--- src/rtl/dcm_lock_manager.sv ---
// dcm_lock_manager: reset/lock supervisor for NUM_DCM clock managers.
// Each channel pulses its DCM reset, waits for LOCKED with a timeout,
// checks that lock holds for a while, then releases the downstream
// domain reset. If lock fails or is lost, the channel retries; after
// too many failures it latches a fault.
//
// state       | meaning
// ------------+------------------------------------------------------
// S_RST       | DCM held in reset for RST_CYCLES
// S_WAIT_LOCK | DCM released, waiting for synchronised LOCKED
// S_STABLE    | LOCKED seen, counting consecutive locked cycles
// S_RUN       | lock qualified, downstream domain released
// S_FAULT     | retries exhausted, DCM held in reset until restart

module dcm_lock_manager #(
    parameter int NUM_DCM       = 2,
    parameter int RST_CYCLES    = 8,
    parameter int LOCK_TIMEOUT  = 1000,
    parameter int STABLE_CYCLES = 64,
    parameter int MAX_RETRIES   = 3,
    parameter int CNT_W         = 16
) (
    input  logic                   sys_clk,
    input  logic                   sys_rst,
    input  logic [NUM_DCM-1:0]     dcm_locked,
    input  logic [NUM_DCM-1:0]     restart,
    output logic [NUM_DCM-1:0]     dcm_rst,
    output logic [NUM_DCM-1:0]     domain_rst,
    output logic [NUM_DCM-1:0]     ready,
    output logic [NUM_DCM-1:0]     fault,
    output logic [NUM_DCM-1:0]     lock_lost,
    output logic [4*NUM_DCM-1:0]   retry_cnt
);

    typedef enum logic [2:0] {
        S_RST       = 3'd0,
        S_WAIT_LOCK = 3'd1,
        S_STABLE    = 3'd2,
        S_RUN       = 3'd3,
        S_FAULT     = 3'd4
    } state_t;

    localparam logic [CNT_W-1:0] RST_LAST     = CNT_W'(RST_CYCLES - 1);
    localparam logic [CNT_W-1:0] TIMEOUT_LAST = CNT_W'(LOCK_TIMEOUT - 1);
    localparam logic [CNT_W-1:0] STABLE_LAST  = CNT_W'(STABLE_CYCLES - 1);
    localparam logic [3:0]       RETRY_MAX    = 4'(MAX_RETRIES);

    for (genvar g = 0; g < NUM_DCM; g++) begin : g_ch
        logic             sync1_q, sync2_q;
        state_t           state_q, state_d;
        logic [CNT_W-1:0] cnt_q, cnt_d;
        logic [3:0]       retry_q, retry_d;
        logic             fail;
        logic             dcm_rst_q, dcm_rst_d;
        logic             domain_rst_q, domain_rst_d;
        logic             ready_q, ready_d;
        logic             fault_q, fault_d;
        logic             lock_lost_q, lock_lost_d;

        // Two-flop synchroniser for the asynchronous LOCKED input.
        always_ff @(posedge sys_clk or posedge sys_rst) begin
            if (sys_rst) begin
                sync1_q <= 1'b0;
                sync2_q <= 1'b0;
            end else begin
                sync1_q <= dcm_locked[g];
                sync2_q <= sync1_q;
            end
        end

        // Next-state, counter, retry and output decode for this channel.
        always_comb begin
            state_d     = state_q;
            cnt_d       = cnt_q;
            retry_d     = retry_q;
            lock_lost_d = 1'b0;
            fail        = 1'b0;

            if (restart[g]) begin
                // Restart overrides everything, including a coincident lock loss.
                state_d = S_RST;
                cnt_d   = '0;
                retry_d = '0;
            end else begin
                case (state_q)
                    S_RST: begin
                        if (cnt_q == RST_LAST) begin
                            state_d = S_WAIT_LOCK;
                            cnt_d   = '0;
                        end else begin
                            cnt_d = cnt_q + CNT_W'(1);
                        end
                    end
                    S_WAIT_LOCK: begin
                        if (sync2_q) begin
                            state_d = S_STABLE;
                            cnt_d   = '0;
                        end else if (cnt_q == TIMEOUT_LAST) begin
                            fail = 1'b1;
                        end else begin
                            cnt_d = cnt_q + CNT_W'(1);
                        end
                    end
                    S_STABLE: begin
                        // A drop before qualification is a failed attempt, not a lock loss.
                        if (!sync2_q) begin
                            fail = 1'b1;
                        end else if (cnt_q == STABLE_LAST) begin
                            state_d = S_RUN;
                            cnt_d   = '0;
                            retry_d = '0;
                        end else begin
                            cnt_d = cnt_q + CNT_W'(1);
                        end
                    end
                    S_RUN: begin
                        if (!sync2_q) begin
                            lock_lost_d = 1'b1;
                            fail        = 1'b1;
                        end
                    end
                    S_FAULT: begin
                        state_d = S_FAULT;
                    end
                    default: begin
                        state_d = S_RST;
                        cnt_d   = '0;
                    end
                endcase

                if (fail) begin
                    cnt_d = '0;
                    if (retry_q == RETRY_MAX) begin
                        state_d = S_FAULT;
                    end else begin
                        state_d = S_RST;
                        if (retry_q != 4'hF) begin
                            retry_d = retry_q + 4'd1;
                        end
                    end
                end
            end

            dcm_rst_d    = (state_d == S_RST) || (state_d == S_FAULT);
            domain_rst_d = (state_d != S_RUN);
            ready_d      = (state_d == S_RUN);
            fault_d      = (state_d == S_FAULT);
        end

        // State, counter and registered outputs, all updated on the same edge.
        always_ff @(posedge sys_clk or posedge sys_rst) begin
            if (sys_rst) begin
                state_q      <= S_RST;
                cnt_q        <= '0;
                retry_q      <= '0;
                dcm_rst_q    <= 1'b1;
                domain_rst_q <= 1'b1;
                ready_q      <= 1'b0;
                fault_q      <= 1'b0;
                lock_lost_q  <= 1'b0;
            end else begin
                state_q      <= state_d;
                cnt_q        <= cnt_d;
                retry_q      <= retry_d;
                dcm_rst_q    <= dcm_rst_d;
                domain_rst_q <= domain_rst_d;
                ready_q      <= ready_d;
                fault_q      <= fault_d;
                lock_lost_q  <= lock_lost_d;
            end
        end

        assign dcm_rst[g]          = dcm_rst_q;
        assign domain_rst[g]       = domain_rst_q;
        assign ready[g]            = ready_q;
        assign fault[g]            = fault_q;
        assign lock_lost[g]        = lock_lost_q;
        assign retry_cnt[4*g +: 4] = retry_q;
    end

endmodule
--- config.mk ---
export PLATFORM = sky130hd
export DESIGN_NAME = dcm_lock_manager
export DESIGN_NICKNAME = d
export VERILOG_FILES = /design/src/rtl/dcm_lock_manager.sv
export SDC_FILE = /design/constraint.sdc
export NUM_CORES = 1
export LEC_CHECK = 0
export ABC_AREA = 1
export ABC_CLOCK_PERIOD_IN_PS = 3000
export CAP_MARGIN = 40
export CELL_PAD_IN_SITES_DETAIL_PLACEMENT = 1
export CELL_PAD_IN_SITES_GLOBAL_PLACEMENT = 1
export CORE_MARGIN = 4
export CORE_UTILIZATION = 37
export DETAILED_ROUTE_END_ITERATION = 8
export DONT_BUFFER_PORTS = 1
export GPL_TIMING_DRIVEN = 1
export PLACE_DENSITY_LB_ADDON = 0.1
export SLEW_MARGIN = 20
export SYNTH_ARGS = -nofsm -noshare
export SYNTH_HDL_FRONTEND = slang
export SYNTH_SLANG_ARGS = --single-unit
--- constraint.sdc ---
create_clock -name sys_clk -period 3 [get_ports sys_clk]
set_clock_uncertainty 0.05 [all_clocks]
set_input_delay 0 -clock sys_clk [delete_from_list [all_inputs] [get_ports sys_clk]]
set_output_delay 0 -clock sys_clk [all_outputs]
set_load 0.005 [all_outputs]
==> results by group <==
CTS
  – Clock Latency Late Sink: 0.34 ns
  – Worst-path clk slew: 0.06 ns
  – CTS root buffer: clkbuf_16
  – Inserted Clock Buffers: 9
  – Postcts setup bufs: 0
  – Maximum root-to-sink buffer count: 2
  – CTS tree: yes
  – Sink Count: 60
  – Htree depth: 3

Timing
  – RSZ-0062 raised after global routing: no
  – Slew Limit Fails: 0
  – Slew @ Worst Pin: 0.649 ns
  – Min cycle time layout: 1.99 ns
  – Final hold slack: 0.0491 ns
  – Slew HR: 56.5%
  – Setup TNS: 0 ns
  – Final hold viol count: 0
  – Crit share post-route: 66.4%
  – # setup viols final: 0
  – FMAX: 502 MHz

Floorplanning
  – Die area: 0.0131 mm2
  – FP Rows: 38
  – Core Region: 0.0110 mm2
  – IO Count: 24
  – Die H: 115 um
  – Chip Width: 115 um
  – Starting Density: 38.2%

Final layout
  – ANT cells: 0
  – Filler cells: 1428
  – FF/Latch Area: 0.00151 mm2
  – Multi-input gate area: 0.00224 mm2
  – Share of cells above drive strength 1: 9.51%
  – Layout area overhead: 11.4%
  – Nets: 636

Logic synthesis
  – Synth Flop Type: dfrtp_1
  – Post-Synthesis Cell Area: 0.00420 mm2
  – Synth top cells by count: nand2_1, nand3_1, inv_1
  – Syn nets: 637
  – Area contributors post-synth: dfrtp_1, nand3_1, nand2_1
  – Number of library cell types mapped by synthesis: 32
  – Synth area leader: dfrtp_1
  – Ys Warns: 0
  – Top-area cell type share of the netlist area: 33.4%
  – FF+latch count, synth: 60
  – Most numerous cell in the Yosys netlist: nand2_1
  – Post-Synthesis Cells: 627
  – Syn_area_per_cell: 6.70 um2
  – Share of flip-flops with an asynchronous set or reset: 100%
  – Post-synth EDFFs: 0
  – Register area share after synthesis: 35.9%

Worst setup path
  – Startpoint types: flip-flop
  – Crit path largest cell delay: 0.41 ns
  – Bufs and invs on worst path: 3
  – Crit path top cell by count: nand2_1
  – Crit-path slowest cell: dfrtp_1
  – CP Data Arrival Time: 2.22 ns
  – Crit Path Class: flip-flop to flip-flop
  – Critical path's top delay family: simple AND/OR/NAND/NOR gates
  – Worst path cell trace: ha_1 -> nand2_2 -> inv_2 -> nand2_1 -> nor2_1 -> nand4_1 -> nand3_2 -> inv_2 -> nand2_1 -> nand2_1 -> nand2_1 -> inv_1
  – Crit. End Element: flip-flop
  – Critical-path maximum fanout: 13
  – Data required time of the critical path: 3.22 ns

Power
  – Cell Int Power: 1.66 mW
  – Sw Pwr: 479 uW
  – Net Sw Frac: 22.4%
  – Seq pwr share: 38.8%
  – Power Density: 458 mW/mm2
  – Clock power frac: 57.1%
  – Leakage: 2.24 nW
  – Comb pwr share: 4.1%
  – Maximum vdd drop: 276 uV
  – Pwr Total: 2.14 mW

Routing
  – DRC: 0
  – Vias per cell: 5.44
  – WL per Instance: 16.8 um
  – Total number of vias: 4193
  – Drt pass-1 iters: 4
  – Routed WL: 13000 um
  – Iteration-0 DRC count of the detailed router: 162
  – ANT nets after route: 0

GRT
  – GRT Residual Overflow: 0
  – First-pass GRT wire length: 22200 um
  – Largest net degree at the start of global routing: 29
  – GRT Util Overall: 21.3%
  – Initial antenna violation count: 0
  – Vias in the first global route: 4409

Outcome
  – Status: completed

Min path
  – HP Class: input pin to asynchronous set/reset pin

Placement
  – GPL Wtd Cong: 0.845
  – Port bufs: 0
  – Detail Placement HPWL: 9370 um

Job
  – Max-cap viol count: 0
[cells in the final DEF (no fill, tap or decap), drive strengths merged]
cell         Yosys  final
o21ai           22     22
nand3          127    127
nor4             1      1
ha               4      4
buf             18      5
nand4           39     39
clkbuf           4      9
dlygate4sd3      0      5
o211ai           2      2
dfrtp           56     56
dfstp            4      4
nand2          167    167
a31o             1      1
clkinvlp         0      1
clkinv           2      4
nor3             9      9
a21oi            7      7
inv             78     79
bufinv           0      3
or2              1      1
nor2            74     74
xor2             9      9
o21bai           2      2
[flip-flops by register name, summed over array words and instances, names as in the netlist]
signal             flops
g_ch.sync1_q           2
g_ch.lock_lost_q       2
g_ch.sync2_q           2
g_ch.cnt_q            32
g_ch.retry_q           8
g_ch.domain_rst_q      2
g_ch.state_q           6
g_ch.ready_q           2
g_ch.fault_q           2
g_ch.dcm_rst_q         2
[power by group through the flow]
stage | sequential [mW] | clock (mW) | combinational (mW)
floorplan | 0.842 | 0 | 0.0549
global placement | 0.844 | 0 | 0.0760
detailed placement | 0.845 | 0 | 0.0821
CTS | 0.830 | 1.25 | 0.0900
global route | 0.832 | 1.29 | 0.101
finish | 0.830 | 1.22 | 0.0880
[layout make-up]
type / instances / share of cell area (%)
well taps: 140 / 3.75
clock inverters: 7 / 2.65
inverters: 80 / 6.42
flip-flops and latches: 60 / 32.2
repair buffers: 10 / 2.14
clock buffers: 9 / 4.82
multi-input cells: 465 / 48.0
[through the flow]
stage / std cells / instance area [um2] / setup slack [ns] / util [%]
2_1_floorplan: 627 / 4200 / 1.39 / -
3_3_place_gp: 749 / 4260 / 1.07 / 38.7
3_5_place_dp: 750 / 4280 / 1.05 / 38.9
4_1_cts: 771 / 4670 / 1.02 / 42.6
5_1_grt: 771 / 4670 / 0.789 / 42.6
6_report: 771 / 4670 / 1.01 / 42.6
[kinds of logic (layout without fill, tap and decap cells)]
family / Yosys count / in the layout / synth area share [%]
AND/OR/NAND/NOR: 418 / 418 / 46.0
XOR/XNOR: 9 / 9 / 1.88
AO/OA/AOI/OAI: 34 / 34 / 4.38
flip-flops: 60 / 60 / 35.9
buffers and inverters: 102 / 106 / 10.7
adder cells (fa/ha/maj): 4 / 4 / 1.19
[repair_timing]
item | 4_1_cts | 5_1_grt
endpoints found under the hold margin | 85 | 0
hold buffers | 5 | 0
resized for setup | 0 | 0
[path summary, 6_finish.rpt]
kind | from | endpoint | slack, ns | cells after the start
max in group asynchronous | sys_rst | g_ch[1].dcm_rst_q | 2.19 | 3
worst max-delay path | g_ch[0].cnt_q[0] | g_ch[0].cnt_q[13] | 1.01 | 12
min in group sys_clk | restart[0] | g_ch[0].retry_q[3] | 0.06 | 3
worst min register to register | g_ch[1].sync1_q | g_ch[1].sync2_q | 0.30 | 0
worst min-delay path | sys_rst | g_ch[0].retry_q[3] | 0.05 | 2
worst max register to register | g_ch[0].cnt_q[0] | g_ch[0].cnt_q[13] | 1.01 | 12
[layer usage]
layer  track usage, %  routed length, um
met4             6.81                178
met1             29.3               6210
met2             34.4               5980
met5                0                  0
met3             3.22                598
Power figures use the tool's default switching activity.
